**config.mk**
```make
export PLATFORM = sky130hd
export DESIGN_NAME = alu_op_sequencer
export DESIGN_NICKNAME = d
export VERILOG_FILES = /design/src/rtl/alu_op_sequencer.sv
export SDC_FILE = /design/constraint.sdc
export NUM_CORES = 1
export LEC_CHECK = 0
export ABC_AREA = 1
export BUFFER_PORTS_ARGS = -buffer_cell sky130_fd_sc_hd__buf_2
export CAP_MARGIN = 20
export CORE_UTILIZATION = 43
export DETAILED_ROUTE_END_ITERATION = 8
export PLACE_DENSITY = 0.72
export SYNTH_ARGS = -nofsm -noshare
export SYNTH_HDL_FRONTEND = slang
export SYNTH_SLANG_ARGS = --single-unit
```
**constraint.sdc**
```tcl
create_clock -name clk -period 1.3 [get_ports clk]
set_clock_uncertainty 0.15 [all_clocks]
set_input_delay 0.26 -clock clk [delete_from_list [all_inputs] [get_ports clk]]
set_output_delay 0.26 -clock clk [all_outputs]
set_load 0.05 [all_outputs]
```
**src/rtl/alu_op_sequencer.sv**
```systemverilog
// alu_op_sequencer
// Byte-serial front end for the 8-bit logic unit. It collects a command byte
// and operand bytes from a valid/ready stream and holds stable operands and
// select on lu_a/lu_b/lu_s. One cycle later it samples the combinational
// result lu_d. The result and its zero/parity flags are offered on a
// valid/ready output stream. A chained command reuses the previous result as A.
module alu_op_sequencer (
  input  logic       clk,
  input  logic       rst,
  input  logic [7:0] in_data,
  input  logic       in_valid,
  output logic       in_ready,
  output logic [7:0] lu_a,
  output logic [7:0] lu_b,
  output logic [1:0] lu_s,
  input  logic [7:0] lu_d,
  output logic [7:0] out_data,
  output logic       out_zero,
  output logic       out_parity,
  output logic       out_valid,
  input  logic       out_ready,
  output logic [7:0] op_count
);

  localparam logic [2:0] S_CMD   = 3'd0;
  localparam logic [2:0] S_GET_A = 3'd1;
  localparam logic [2:0] S_GET_B = 3'd2;
  localparam logic [2:0] S_EXEC  = 3'd3;
  localparam logic [2:0] S_OUT   = 3'd4;

  logic [2:0] r_state;
  logic [7:0] r_lu_a;
  logic [7:0] r_lu_b;
  logic [1:0] r_lu_s;
  logic [7:0] r_acc;
  logic [7:0] r_out_data;
  logic       r_out_zero;
  logic       r_out_parity;
  logic [7:0] r_op_count;

  logic       w_in_ready;
  logic       w_out_valid;
  logic       w_in_xfer;
  logic       w_out_xfer;
  logic       w_cmd_chain;
  logic       w_unused_cmd_bits;

  // Zero flag of a captured result.
  function automatic logic f_zero(input logic [7:0] v);
    return (v == 8'h00);
  endfunction

  // Odd parity of a captured result: 1 when an odd number of bits are set.
  function automatic logic f_parity(input logic [7:0] v);
    return ^v;
  endfunction

  assign w_in_ready  = (r_state == S_CMD) || (r_state == S_GET_A) || (r_state == S_GET_B);
  assign w_out_valid = (r_state == S_OUT);
  assign w_in_xfer   = in_valid && w_in_ready;
  assign w_out_xfer  = w_out_valid && out_ready;
  assign w_cmd_chain = in_data[7];

  // Command bits [6:2] carry no meaning for this block.
  assign w_unused_cmd_bits = ^in_data[6:2];

  // Sequence control: byte collection, execute, output handshake, op counter.
  always_ff @(posedge clk) begin
    if (rst) begin
      r_state    <= S_CMD;
      r_op_count <= 8'h00;
    end else begin
      case (r_state)
        S_CMD: begin
          if (w_in_xfer) begin
            r_state <= w_cmd_chain ? S_GET_B : S_GET_A;
          end
        end
        S_GET_A: begin
          if (w_in_xfer) begin
            r_state <= S_GET_B;
          end
        end
        S_GET_B: begin
          if (w_in_xfer) begin
            r_state <= S_EXEC;
          end
        end
        S_EXEC: begin
          r_state <= S_OUT;
        end
        S_OUT: begin
          if (w_out_xfer) begin
            r_op_count <= r_op_count + 8'd1;
            r_state    <= S_CMD;
          end
        end
        default: begin
          r_state <= S_CMD;
        end
      endcase
    end
  end

  // Operand/select loading and result capture. Operands persist across ops.
  always_ff @(posedge clk) begin
    if (rst) begin
      r_lu_a       <= 8'h00;
      r_lu_b       <= 8'h00;
      r_lu_s       <= 2'b00;
      r_acc        <= 8'h00;
      r_out_data   <= 8'h00;
      r_out_zero   <= 1'b1;
      r_out_parity <= 1'b0;
    end else begin
      case (r_state)
        S_CMD: begin
          if (w_in_xfer) begin
            r_lu_s <= in_data[1:0];
            if (w_cmd_chain) begin
              r_lu_a <= r_acc;
            end
          end
        end
        S_GET_A: begin
          if (w_in_xfer) begin
            r_lu_a <= in_data;
          end
        end
        S_GET_B: begin
          if (w_in_xfer) begin
            r_lu_b <= in_data;
          end
        end
        S_EXEC: begin
          r_out_data   <= lu_d;
          r_acc        <= lu_d;
          r_out_zero   <= f_zero(lu_d);
          r_out_parity <= f_parity(lu_d);
        end
        default: begin
        end
      endcase
    end
  end

  assign in_ready   = w_in_ready;
  assign out_valid  = w_out_valid;
  assign lu_a       = r_lu_a;
  assign lu_b       = r_lu_b;
  assign lu_s       = r_lu_s;
  assign out_data   = r_out_data;
  assign out_zero   = r_out_zero;
  assign out_parity = r_out_parity;
  assign op_count   = r_op_count;

endmodule
```
* Yosys cells after proc, flatten, opt, wreduce, memory -nomap -nowiden *
Cells that the tools add are included.

cells by class
  reduce and logical (&&, ||, !) cells = 13
  mux-type cells = 10
  equal/unequal tests = 9
  add/subtract/negate cells = 1

operators by type and width
  operator             count
  $mux 8               3
  $pmux 8 s2           1
  $pmux 3 s5           1
  $mux 3               4
  $add 8x1->8 const B  1
  $logic_not 8->1      1
  $ne 2x2->1 const B   4
  $reduce_and 4->1     2
  $reduce_xor 8->1     1
  $eq 3x2->1 const B   2
  $reduce_and 2->1     3
  $eq 3x1->1 const B   1
  $eq 3x3->1 const B   1
  $logic_not 3->1      1
  $logic_and 1x1->1    2
  $logic_or 1x1->1     2
  $mux 2               1
  $ne 2x1->1 const B   1
  $reduce_bool 2->1    1

word-level totals
  register bits = 39
  output and inout bits = 38
  word-level logic and storage cells = 41
  bits of input ports = 20

* Longest topological paths before layout *
  word-level depth = 6
  depth in mapped cells = 8
  depth with buffers taken out = 8

* Least setup slack after synthesis *
Ideal clock, no wire load.

  path kind = reg-to-reg
  from = register r_state[0]
  to = register r_state[1]
  setup time = 113 ps
  clock period less this slack = 1,983 ps
  arrival = 1,720 ps
  slack = -683 ps
  required time = 1,037 ps
  path buffers = 1
  cell stages (with the launch flop) = 8
  path through = dfxtp_1 -> buf_2 -> a21oi_1 -> nand2_1 -> nand2_1 -> nand2_1 -> nand2_1 -> nor2_1

on the way
  longest elaborated chain between the ends = 6
  elaborated cells between the ends (all ways) = 15
  classes of those cells = eq/ne: 8; mux: 1; reduce/logical: 6

RTL lines
  what                                                  line  RTL
  start: declaration                                    31    logic [2:0] r_state;
  start signal: assignment                              76    r_state <= w_cmd_chain ? S_GET_B : S_GET_A;
  $eq 3x1->1 / $logic_not 3->1 (equally long branches)  58    assign w_in_ready = (r_state == S_CMD) || (r_state == S_GET_A) || (r_state == S_GET_B);
  $logic_or 1x1->1                                      58
  $logic_or 1x1->1 *                                    58
  net in_ready                                          12    output logic in_ready,
  $logic_and 1x1->1 *                                   60    assign w_in_xfer = in_valid && w_in_ready;
  $ne 2x2->1 (no line)                                  n/a
  $reduce_and 4->1 (no line) *                          n/a

Mark *: on every way through the listed nets, which the timed path passes. The rest lies on a longest branch.
A chain may end at the register's enable or synchronous reset.

* Worst setup path in the final report *
  from = register r_state[1]
  to = output port out_valid

on the way
  longest elaborated chain between the ends = 1

RTL lines
  what              line  RTL
  $eq 3x3->1        59    assign w_out_valid = (r_state == S_OUT);
  end: declaration  20    output logic out_valid,

Every way passes these cells.

==> impl_metrics.json <==
{
  "tritoncts": "yes",
  "route.detailed.vias_per_inst": 5.02,
  "critPathMaxFanout": 3,
  "ffs_latches_synth": 39,
  "power.ir.vdd_worst_mv": 0.634,
  "shortest_period_the_worst_path_allows_ns": 1.54,
  "crit_chain": "inv_2, nand3_1, inv_2, buf_8",
  "worstSkewPairLatency_ns": 0.29,
  "core_region_area_mm2": 0.00380,
  "worstSetupPathType": "flop to primary output",
  "fin_util_pct": 73.5,
  "busiest_layer": "met2",
  "cellInternalPower_mw": 2.04,
  "r2r_cells": 7,
  "finish.instance_area_mm2": 0.00279,
  "yosys_warnings": 0,
  "crit_buf_inv": 3,
  "count_of_maximum_capacitance_violations": 0,
  "timing.hold.ws_ns": 0.0591,
  "synth_largest_type_area_fraction_pct": 44.4,
  "power.net_switching_mw": 1.02,
  "slew-limit-headroom_pct": 81.5,
  "finalCritPeriodShare_pct": 119,
  "yosysUniqueCellTypes": 22,
  "max_clock_freq_ghz": 0.649,
  "combined_global_route_utilization_of_all_metal_layers_pct": 22.9,
  "cts_max_level": 2,
  "globalRouteMet3Util_pct": 6.55,
  "port-buffer-count": 57,
  "finish.cell_count_without_fillers": 383,
  "data_required_time_of_the_critical_path_ns": 0.89,
  "worst_hold_path_type": "input port to flop",
  "preCtsSetupSlack_ns": -0.147,
  "antenna_found_initial": 0,
  "seq_power_share_pct": 42.9,
  "sum_of_net_half_perimeters_after_detailed_placement_um": 3280,
  "critical_path.endpoint_type": "primary output",
  "drc": 0,
  "comb_power_share_pct": 29.6,
  "antenna_cells_inserted": 0,
  "cp_top_family": "flip-flops",
  "grt_first_pass_wirelength_um": 7580,
  "dieArea_mm2": 0.00434,
  "vias_in_the_first_global_route": 1723,
  "grt_start_max_net_pins": 17,
  "flow.area_growth_from_synthesis_pct": 59.0,
  "postSynthAreaPerCell_um2": 7.23,
  "initial_utilization_pct": 46.2,
  "tritoncts.num_buffers": 5,
  "tightestPinTransition_ns": 0.277,
  "die_width_um": 65.9,
  "cp_max_delay_cell": "dfxtp_4",
  "async_reset_ff_share_pct": 0,
  "most_numerous_cell_on_the_critical_path": "inv_2",
  "detailed_route_wl_um": 4980,
  "synth_net_count": 268,
  "hold_violations": 0,
  "ctsHoldBuffers": 0,
  "number_of_enable_flip_flop_cells_after_synthesis": 0,
  "p_leak_nw": 1.27,
  "hold-path-endpoint": "out_data[2]",
  "clk_network_pwr_share_pct": 27.5,
  "synth_ff_type": "dfxtp_1",
  "top_level_port_count": 58,
  "commonest_cells_in_the_netlist": "57 x nand2_1, 39 x dfxtp_1, 35 x a21oi_1",
  "r2r-start": "r_state[2]",
  "dpl_cell_area_mm2": 0.00229,
  "rr_endpoint": "lu_a[7]",
  "setup-violations-final": 34,
  "startpoint_type": "flop",
  "fraction_of_layout_instances_using_a_drive_strength_above_1_pct": 46.6,
  "clock_tree.root_cell": "clkbuf_8",
  "run_status": "complete, but fails checks",
  "cts.clk_slew.worst_paths_ns": 0.08,
  "antenna_violating_nets_post_route": 0,
  "detailedRoute.firstIterationViolations": 157,
  "avgRoutedWirePerCell_um": 13.0,
  "critPathArrivalTime_ns": 1.13,
  "power_density_mw_per_mm2": 1100,
  "dpl.cell_count": 364,
  "synthMostInstantiatedCell": "nand2_1",
  "layout.nets": 359,
  "finalWeightedCongestion": 0.790,
  "unrepaired_setup_endpoints_after_global_routing": "yes",
  "max-clock-path-buffers": 2,
  "routed-via-count": 1924,
  "drv_slew": 0,
  "swShare_pct": 33.4,
  "worst_setup_slack_after_layout_ns": -0.241,
  "min_from": "lu_d[2]",
  "leading_cell_types_by_total_area_after_synthesis": "dfxtp_1 44%, nand2_1 12%, a21oi_1 10%",
  "netlist_instances": 243,
  "post_synth_instance_area_mm2": 0.00176,
  "drt-pass1-iter-count": 5,
  "synth_area_leader_cell": "dfxtp_1",
  "power.total_mw": 3.06,
  "rows": 22,
  "synth_sequential_area_ratio_pct": 44.4,
  "fin_setup_tns_ns": -3.22,
  "cts.sinks": 39,
  "failing_checks": "setup timing",
  "globalRouteOverflowTotal": 0,
  "ff2ff_setup_slack_ns": -0.17,
  "worst_path_largest_cell_delay_ns": 0.37,
  "chipHeight_um": 65.9,
  "worstHoldPathCells": 3,
  "gr-usage-met1_pct": 29.0,
  "groute.layer.met2.usage_pct": 37.8
}
[cells in the final DEF (no fill, tap or decap), drive strengths merged]
master   netlist  routed
buf            4      83
clkbuf         3      15
inv           32      32
nand3         12      12
nand2         58      58
clkinv         0       1
nor3           1       1
a21oi         35      35
xnor2          2       2
ha             5       5
nand4          4       4
xor2           1       1
dfxtp         39      39
o2111ai        1       1
nor2          21      21
o21ai         25      25
[cell families (layout without fill, tap and decap cells)]
kind of cell               count (synthesis)  after routing  synth area share (%)
and+or+nand+nor                           96             96                  23.8
AOI/OAI and AO/OA                         61             61                  17.8
DFF                                       39             39                  44.4
buffers and inverters                     39            131                  8.90
adders and majority gates                  5              5                  3.56
xor gates and xnor gates                   3              3                  1.50
[power by group through the flow]
| stage | registers [mW] | logic (mW) | clock network (mW) |
|---|---|---|---|
| 3_3_place_gp | 1.33 | 0.688 | 0 |
| 5_1_grt | 1.32 | 0.968 | 0.912 |
| 4_1_cts | 1.30 | 0.819 | 0.839 |
| 2_1_floorplan | 1.52 | 0.283 | 0 |
| 6_report | 1.31 | 0.907 | 0.840 |
| 3_5_place_dp | 1.33 | 0.698 | 0 |
[layer usage]
layer	vias up	part of all wire, %
li1	973	-
met1	884	45
met2	59	49
met3	8	5.3
met4	0	1.1
met5	-	0
[worst register-to-register path: stages, from the launching register on]
cell and delay [ns]:
dfxtp_4 0.37, buf_6 0.12, nor2_4 0.18, o21ai_4 0.10
nor2_4 0.21, inv_4 0.10, nand2_2 0.07, a21oi_1 0.07
[layout make-up]
cell class	instances	area, µm²
inverter	32	123
timing repair buffer	91	753
tap	48	60.1
sequential	39	821
fill	300	1010
multi-input combinational	165	946
clock buffer	7	86.3
clock inverter	1	3.75
[registers in the layout (all words and copies together) (netlist names)]
register,cells
r_state,3
op_count,8
lu_s,2
out_parity,1
lu_b,8
lu_a,8
out_zero,1
out_data,8
[what timing repair did]
item,4_1_cts,5_1_grt
setup endpoints to repair,60,61
gates cloned,1,0
gates resized for setup,72,62
buffers inserted,7,3
pin swaps,8,8
[worst max path at each step]
stage | start | endpoint | slack (ns) | cells after the start
final | r_state[1] | out_valid | -0.24 | 4
after global routing | r_state[1] | out_valid | -0.27 | 4
after CTS | r_state[1] | in_ready | -0.19 | 3
after detailed placement | lu_d[0] | out_parity | -0.15 | 7
after global placement | r_state[1] | out_data[0] | -0.14 | 5
after floorplan | r_state[0] | r_state[1] | -0.12 | 7
Note: power is estimated with default switching activity, not from simulation.
